## src/rtl/shift_add_multiplier_if.sv

```systemverilog
// Operand/product handshake bundle between a requester (master) and the shift-add multiplier (slave).
interface shift_add_multiplier_if #(
  parameter int WIDTH = 4
);
  logic               in_valid;
  logic               in_ready;
  logic [WIDTH-1:0]   in_a;
  logic [WIDTH-1:0]   in_b;
  logic               out_valid;
  logic               out_ready;
  logic [2*WIDTH-1:0] product;
  logic               busy;

  modport master (
    output in_valid, in_a, in_b, out_ready,
    input  in_ready, out_valid, product, busy
  );

  modport slave (
    input  in_valid, in_a, in_b, out_ready,
    output in_ready, out_valid, product, busy
  );
endinterface

```

## src/rtl/shift_add_multiplier.sv

```systemverilog
// Sequential unsigned multiplier driving an external WIDTH-bit adder; product at accept+WIDTH+1, held under out_ready backpressure.
// Optional MUL_ZERO_BYPASS_EN: a zero operand skips CALC and presents product 0 one cycle after accept.
module shift_add_multiplier #(
  parameter int WIDTH = 4
) (
  input  logic                     clk,
  input  logic                     rst,
  shift_add_multiplier_if.slave    bus,
  output logic [WIDTH-1:0]         add_a,
  output logic [WIDTH-1:0]         add_b,
  output logic                     add_cin,
  input  logic [WIDTH-1:0]         add_sum,
  input  logic                     add_cout
);
  localparam int CNT_W = $clog2(WIDTH) + 1;

  typedef enum logic [1:0] {
    S_IDLE = 2'd0,
    S_CALC = 2'd1,
    S_DONE = 2'd2
  } state_t;

  state_t           r_state;
  logic [WIDTH-1:0] r_m;
  logic [WIDTH-1:0] r_acc;
  logic [WIDTH-1:0] r_q;
  logic [CNT_W-1:0] r_cnt;
  logic             w_accept;
  logic             w_last_step;

  assign w_accept    = bus.in_valid && (r_state == S_IDLE);
  assign w_last_step = (r_cnt == CNT_W'(WIDTH - 1));

`ifdef MUL_ZERO_BYPASS_EN
  logic w_zero_op;
  assign w_zero_op = (bus.in_a == '0) || (bus.in_b == '0);
`endif

  always_ff @(posedge clk) begin
    if (rst) begin
      r_state <= S_IDLE;
      r_m     <= '0;
      r_acc   <= '0;
      r_q     <= '0;
      r_cnt   <= '0;
    end else begin
      case (r_state)
        S_IDLE: begin
          if (w_accept) begin
            r_m   <= bus.in_a;
            r_acc <= '0;
            r_cnt <= '0;
`ifdef MUL_ZERO_BYPASS_EN
            if (w_zero_op) begin
              r_q     <= '0;
              r_state <= S_DONE;
            end else begin
              r_q     <= bus.in_b;
              r_state <= S_CALC;
            end
`else
            r_q     <= bus.in_b;
            r_state <= S_CALC;
`endif
          end
        end
        S_CALC: begin
          // The adder carry lands in ACC's MSB; sum LSB shifts into Q as Q drops its consumed bit.
          r_acc <= {add_cout, add_sum[WIDTH-1:1]};
          r_q   <= {add_sum[0], r_q[WIDTH-1:1]};
          r_cnt <= r_cnt + CNT_W'(1);
          if (w_last_step) begin
            r_state <= S_DONE;
          end
        end
        S_DONE: begin
          if (bus.out_ready) begin
            r_state <= S_IDLE;
          end
        end
        default: r_state <= S_IDLE;
      endcase
    end
  end

  assign bus.in_ready  = (r_state == S_IDLE);
  assign bus.busy      = (r_state == S_CALC);
  assign bus.out_valid = (r_state == S_DONE);
  assign bus.product   = {r_acc, r_q};

  assign add_a   = r_acc;
  assign add_b   = r_m & {WIDTH{r_q[0]}};
  assign add_cin = 1'b0;
endmodule

```

## src/flat_wrapper.sv

```systemverilog
// flat-port wrapper written by rule: the top's interface ports become plain ports
module shift_add_multiplier_flat 
#(
  parameter int WIDTH = 4
)
  (clk, rst, add_a, add_b, add_cin, add_sum, add_cout, bus_in_valid, bus_in_a, bus_in_b, bus_out_ready, bus_in_ready, bus_out_valid, bus_product, bus_busy);
  shift_add_multiplier_if #(.WIDTH(WIDTH)) bus_i ();
  input  logic clk;
  input  logic rst;
  output logic [WIDTH-1:0] add_a;
  output logic [WIDTH-1:0] add_b;
  output logic add_cin;
  input  logic [WIDTH-1:0] add_sum;
  input  logic add_cout;
  input wire logic [$bits(bus_i.in_valid)-1:0] bus_in_valid;
  input wire logic [$bits(bus_i.in_a)-1:0] bus_in_a;
  input wire logic [$bits(bus_i.in_b)-1:0] bus_in_b;
  input wire logic [$bits(bus_i.out_ready)-1:0] bus_out_ready;
  output wire logic [$bits(bus_i.in_ready)-1:0] bus_in_ready;
  output wire logic [$bits(bus_i.out_valid)-1:0] bus_out_valid;
  output wire logic [$bits(bus_i.product)-1:0] bus_product;
  output wire logic [$bits(bus_i.busy)-1:0] bus_busy;
  assign bus_i.in_valid = bus_in_valid;
  assign bus_i.in_a = bus_in_a;
  assign bus_i.in_b = bus_in_b;
  assign bus_i.out_ready = bus_out_ready;
  assign bus_in_ready = bus_i.in_ready;
  assign bus_out_valid = bus_i.out_valid;
  assign bus_product = bus_i.product;
  assign bus_busy = bus_i.busy;
  shift_add_multiplier #(.WIDTH(WIDTH)) u_core (.clk(clk), .rst(rst), .bus(bus_i), .add_a(add_a), .add_b(add_b), .add_cin(add_cin), .add_sum(add_sum), .add_cout(add_cout));
endmodule
```

## config.mk

```make
export PLATFORM = sky130hd
export DESIGN_NAME = shift_add_multiplier_flat
export DESIGN_NICKNAME = d
export VERILOG_FILES = /design/src/rtl/shift_add_multiplier_if.sv /design/src/rtl/shift_add_multiplier.sv /design/src/flat_wrapper.sv
export SDC_FILE = /design/constraint.sdc
export NUM_CORES = 1
export LEC_CHECK = 0
export CORE_MARGIN = 8
export CORE_UTILIZATION = 42
export CTS_CLUSTER_DIAMETER = 80
export DETAILED_ROUTE_END_ITERATION = 8
export PLACE_DENSITY = 0.91
export REMOVE_ABC_BUFFERS = 1
export SYNTH_ARGS = -nofsm -noshare
export SYNTH_HDL_FRONTEND = slang
export SYNTH_SLANG_ARGS = --single-unit
```

## constraint.sdc

```tcl
create_clock -name clk -period 4 [get_ports clk]
set_clock_uncertainty 0.2 [all_clocks]
set_input_delay 0.8 -clock clk [delete_from_list [all_inputs] [get_ports clk]]
set_output_delay 0.8 -clock clk [all_outputs]
set_load 0.1 [all_outputs]
```

# ---- After elaboration in Yosys (flattened, before gate mapping)
# Cells that the tools add are included.
dict set report word_totals {
  regBits 17
  latch_bits 0
  ramBits 0
  rom_bits 0
  in_bits 17
  out_inout_bits 20
  wordCells 29
  n_memories 0
}
dict set report classes {
  addsub 1
  mul 0
  div_mod_pow 0
  order_cmp 0
  eq_ne 6
  shift 0
  muxes 10
  bitwise_logic 1
  reduce_logical 6
}
# operator n
set ops {}
lappend ops {{one-hot mux 4 bit (2 select lines)} 2}
lappend ops {{two-way mux 4 bit} 2}
lappend ops {{two-way mux 2 bit} 3}
lappend ops {{one-hot mux 2 bit (3 select lines)} 1}
lappend ops {{one-hot mux 3 bit (2 select lines)} 1}
lappend ops {{bitwise AND 4 bit} 1}
lappend ops {{!= test 2 x 1 -> 1 bit, second input constant} 2}
lappend ops {{AND reduction 2 bit} 2}
lappend ops {{adder 3 x 1 -> 3 bit, second input constant} 1}
lappend ops {{equality test 3 x 2 -> 1 bit, second input constant} 1}
lappend ops {{two-way mux 3 bit} 1}
lappend ops {{AND reduction 3 bit} 1}
lappend ops {{equality test 2 x 1 -> 1 bit, second input constant} 1}
lappend ops {{equality test 2 bit, second input constant} 1}
lappend ops {{zero test 2 bit} 1}
lappend ops {{!= test 2 bit, second input constant} 1}
lappend ops {{nonzero test 2 bit} 1}
lappend ops {{logical AND 1 bit} 1}

# ---- Logic depth before layout (Yosys ltp)
dict set report depth {
  word_depth 4
  mapped_depth 6
  mapped_depth_nobuf 4
}

# ---- Worst setup path before layout
# OpenSTA, ideal clock, no wires.
dict set report synth_timing {
  path_kind {register -> output}
  startpoint {register u_core.r_q[0]}
  endpoint {output port add_b[0]}
  arrival_ns 1.841
  t_required_ns 3.000
  path_slack_ns 1.159
  path_stages_with_launch 2
  path_buffers 0
  path_cell_list {dfxtp_1 -> and2_1}
}
dict set report synth_between {
  elab_chain_cells 1
}
# item line_no
set synth_rtl {}
lappend synth_rtl {{from (decl)} shift_add_multiplier.sv:26} ;# logic [WIDTH-1:0] r_q;
lappend synth_rtl {{from (signal assigned)} shift_add_multiplier.sv:62} ;# r_q <= bus.in_b;
lappend synth_rtl {{from (signal assigned)} shift_add_multiplier.sv:70} ;# r_q <= {add_sum[0], r_q[WIDTH-1:1]};
lappend synth_rtl {{bitwise AND 4 bit} shift_add_multiplier.sv:92} ;# assign add_b = r_m & {WIDTH{r_q[0]}};
lappend synth_rtl {{to (decl)} flat_wrapper.sv:11} ;# output logic [WIDTH-1:0] add_b;
# Every way passes these cells.

# ---- Worst setup path in the final report
dict set report layout_timing {
  startpoint {register u_core.r_state[0]}
  endpoint {output port bus_out_valid}
}
dict set report layout_between {
  elab_chain_cells 1
}
# item line_no
set layout_rtl {}
lappend layout_rtl {{from (decl)} shift_add_multiplier.sv:23} ;# state_t r_state;
lappend layout_rtl {{from (signal assigned)} shift_add_multiplier.sv:41} ;# r_state <= S_IDLE;
lappend layout_rtl {{from (signal assigned)} shift_add_multiplier.sv:63} ;# r_state <= S_CALC;
lappend layout_rtl {{from (signal assigned)} shift_add_multiplier.sv:73} ;# r_state <= S_DONE;
lappend layout_rtl {{equality test 2 bit} shift_add_multiplier.sv:88} ;# assign bus.out_valid = (r_state == S_DONE);
lappend layout_rtl {{to (decl)} flat_wrapper.sv:20} ;# output wire logic [$bits(bus_i.out_valid)-1:0] bus_out_valid;
# Every way passes these cells.

==> metrics.csv <==
stage,metric,value,unit
setup_path,Critical Path Max Stage Delay,1.16,ns
floorplan,Die Height,59.2,um
floorplan,Die X,59.2,um
clocking,clk buf depth,2,
setup_path,worst-path cell chain,nor2b_1 > clkdlybuf4s50_1,
drt,DR WL/cell,14.3,um
placed_design,Placed Cells,136,
setup_path,CP arrival,2.09,ns
pwr,Max VDD drop,0.000242,V
final_layout,n_diodes,0,
hold_path,WHS Endpoint,u_core.add_a[1],
floorplan,die area,3500,sq um
synth,Seq cells post-synth,17,
floorplan,row count,15,
setup_path,reg-to-reg critical path startpoint,u_core.r_state[0],
clocking,Post-CTS Hold Fix Bufs,0,
clocking,clock-pin slew on the worst setup and hold paths,0.09,ns
clocking,CTS tree,yes,
job,total of max-cap violations,0,
setup_path,Critical Path Source Type,flop,
clocking,Root Buffer,clkbuf_4,
synth,Mapped Avg Cell Area,9.00,sq um
clocking,setup repair bufs after CTS,0,
drt,drt pass-1 iters,4,
setup_path,highest fanout seen on the critical path,9,
pwr,Lkg Pwr,0.440,nW
setup_path,Worst path slowest cell,clkdlybuf4s50_1,
sta,Fin. Hold Viols,0,
drt,Antenna Nets Post-Route,0,
placed_design,Placer Congestion,0.775,
grt,first-pass GRT wire length,3220,um
placed_design,I/O Buffers,35,
drt,DRC errors left,0,
sta,slew margin rel.,32.9,%
synth,post-synthesis cell area,783,sq um
floorplan,starting density of the core,44.9,%
final_layout,# fillers,157,
placed_design,post-DP HPWL,1580,um
drt,Via density,4.94,
final_layout,Area growth syn-to-layout,41.9,%
floorplan,total core area,1750,sq um
final_layout,design area,1110,sq um
final_layout,nets,135,
sta,achievable frequency,323,MHz
status,run status,finished clean,
clocking,clock net sink count,17,
setup_path,cell family with most CP delay,buffers and inverters,
drt,initial drt markers,13,
synth,yosys warns,0,
clocking,htree depth,1,
setup_path,R2R Setup Slk,2.41,ns
synth,register area share after synthesis,43.5,%
setup_path,Worst Path Buf+Inv,1,
sta,Setup TNS Final,0,ns
drt,Routed WL,2000,um
sta,final setup fails,0,
sta,Final Cycle Share,77.4,%
clocking,clk_lat worst skew,0.28,ns
grt,GRT Total Usage,12.0,%
final_layout,layout cells sized above 1,6.09,%
hold_path,Tightest Hold Check Type,flop to flop,
setup_path,reg-to-reg endpoint,u_core.r_cnt[2],
sta,Worst-Margin Slew,1.00,ns
final_layout,fin util,63.7,%
setup_path,CP Class,flop to output pin,
clocking,PostCTS Resize Cnt,0,
sta,minimum clock period,3.09,ns
drt,vias post-DR,692,
grt,antenna violations before repair,0,
sta,RSZ-0062 raised after global routing,no,
sta,Final Max Slew Viols,0,
hold_path,worst hold start,u_core.add_a[1],
placed_design,Post-Place Cell Area,1080,sq um
floorplan,Ports,37,
pwr,Power Density,392,nW/um^2
grt,vias in the first global route,708,
synth,post-synthesis cell type count,24,
setup_path,"Data required, critical path",3.00,ns
grt,total gr overflow,0,
hold_path,hold depth,2,
clocking,total CTS buffers,3,
final_layout,"non-filler cells, final",140,
synth,synthesized netlist cell count,87,
setup_path,CP Capture Type,output pin,
setup_path,cells on worst reg2reg path,4,
grt,largest net degree at the start of global routing,18,
power by group:
part           total [W]  switching (W)  internal (W)
sequential      0.000190     0.00000957      0.000180
combinational   0.000157       0.000111     0.0000457
clock          0.0000891      0.0000505     0.0000387
registers in the layout, summed over array words and instances, names as in the netlist:
signal / cells
u_core.r_cnt: 3
u_core.r_m: 4
u_core.add_a: 4
u_core.r_q: 4
u_core.r_state: 2
per-layer routing:
metal  GRT usage, %  routed length, um
met1           10.9                804
met2           21.6                982
met3           5.42                167
met4           6.14                 47
met5              0                  0
logic make-up after synthesis:
| family | Yosys count | share of synthesized area, % |
|---|---|---|
| and+or+nand+nor | 31 | 19.0 |
| DFF | 17 | 43.5 |
| buffers and inverters | 14 | 11.3 |
| AOI/OAI and AO/OA | 13 | 10.9 |
| muxes | 9 | 11.7 |
| adders and majority gates | 2 | 3.19 |
| other | 1 | 0.479 |
area by class of cell:
type,count,area [sq um],share of cell area (%)
tap,25,31.3,2.82
multi-input combinational,56,354,31.9
sequential,17,340,30.6
timing repair buffer,35,348,31.3
clock buffer,4,26.3,2.36
inverter,3,11.3,1.01
synth_stat cells:
library cell | n | area share, %
and2_1 | 4 | 3.2
or3b_4 | 1 | 1.4
nand3_1 | 6 | 3.8
clkbuf_1 | 1 | 0.48
a21oi_1 | 6 | 3.8
ha_1 | 2 | 3.2
dfxtp_1 | 17 | 43
inv_2 | 1 | 0.48
o21ba_1 | 1 | 1.3
buf_1 | 1 | 0.48
nor2b_1 | 1 | 0.80
nand2_1 | 5 | 2.4
mux2i_1 | 8 | 10
a211oi_1 | 4 | 3.8
nor2_1 | 12 | 5.8
o21a_1 | 1 | 0.96
buf_2 | 2 | 1.3
a22oi_1 | 1 | 0.96
conb_1 | 1 | 0.48
mux2_2 | 1 | 1.4
nand2b_1 | 2 | 1.6
buf_6 | 2 | 2.9
buf_4 | 5 | 4.8
inv_1 | 2 | 0.96
how the worst max path moves through the flow:
stage / start / to / slack (ns) / depth (start not counted)
2_1_floorplan: u_core.r_q[0] / add_b[0] / 1.16 / 1
3_3_place_gp: u_core.r_state[0] / bus_out_valid / 1.28 / 2
3_5_place_dp: u_core.r_state[0] / bus_out_valid / 1.22 / 2
4_1_cts: u_core.r_state[0] / bus_out_valid / 0.91 / 2
5_1_grt: u_core.r_state[0] / bus_out_valid / 0.83 / 2
6_report: u_core.r_state[0] / bus_out_valid / 0.91 / 2
per-stage QoR:
step	total power, W	hold WS [ns]	setup WS, ns
global placement	0.000348	0.250	1.28
finish	0.000436	0.281	0.905
CTS	0.000437	0.289	0.907
global route	0.000454	0.315	0.831
detailed placement	0.000351	0.276	1.22
floorplan	0.000303	0.237	1.16
worst register-to-register path, cell delays in order (launching register included):
cell      delay, ns
dfxtp_1        0.56
nand2b_1       0.30
inv_2          0.21
nand2b_1       0.09
a21oi_1        0.15
cells in the final DEF (no fill, tap or decap):
master,n
clkdlybuf4s50_1,34
dfxtp_1,17
nor2_1,12
mux2i_1,8
nand3_1,6
a21oi_1,6
nand2_1,5
and2_1,4
a211oi_1,4
clkbuf_4,3
nand2b_1,2
inv_1,2
ha_1,2
inv_2,1
nor2b_1,1
or3b_4,1
o21a_1,1
o21ba_1,1
a22oi_1,1
mux2_2,1
conb_1,1
clkbuf_1,1
buf_4,1
Note: power is estimated with default switching activity, not from simulation.
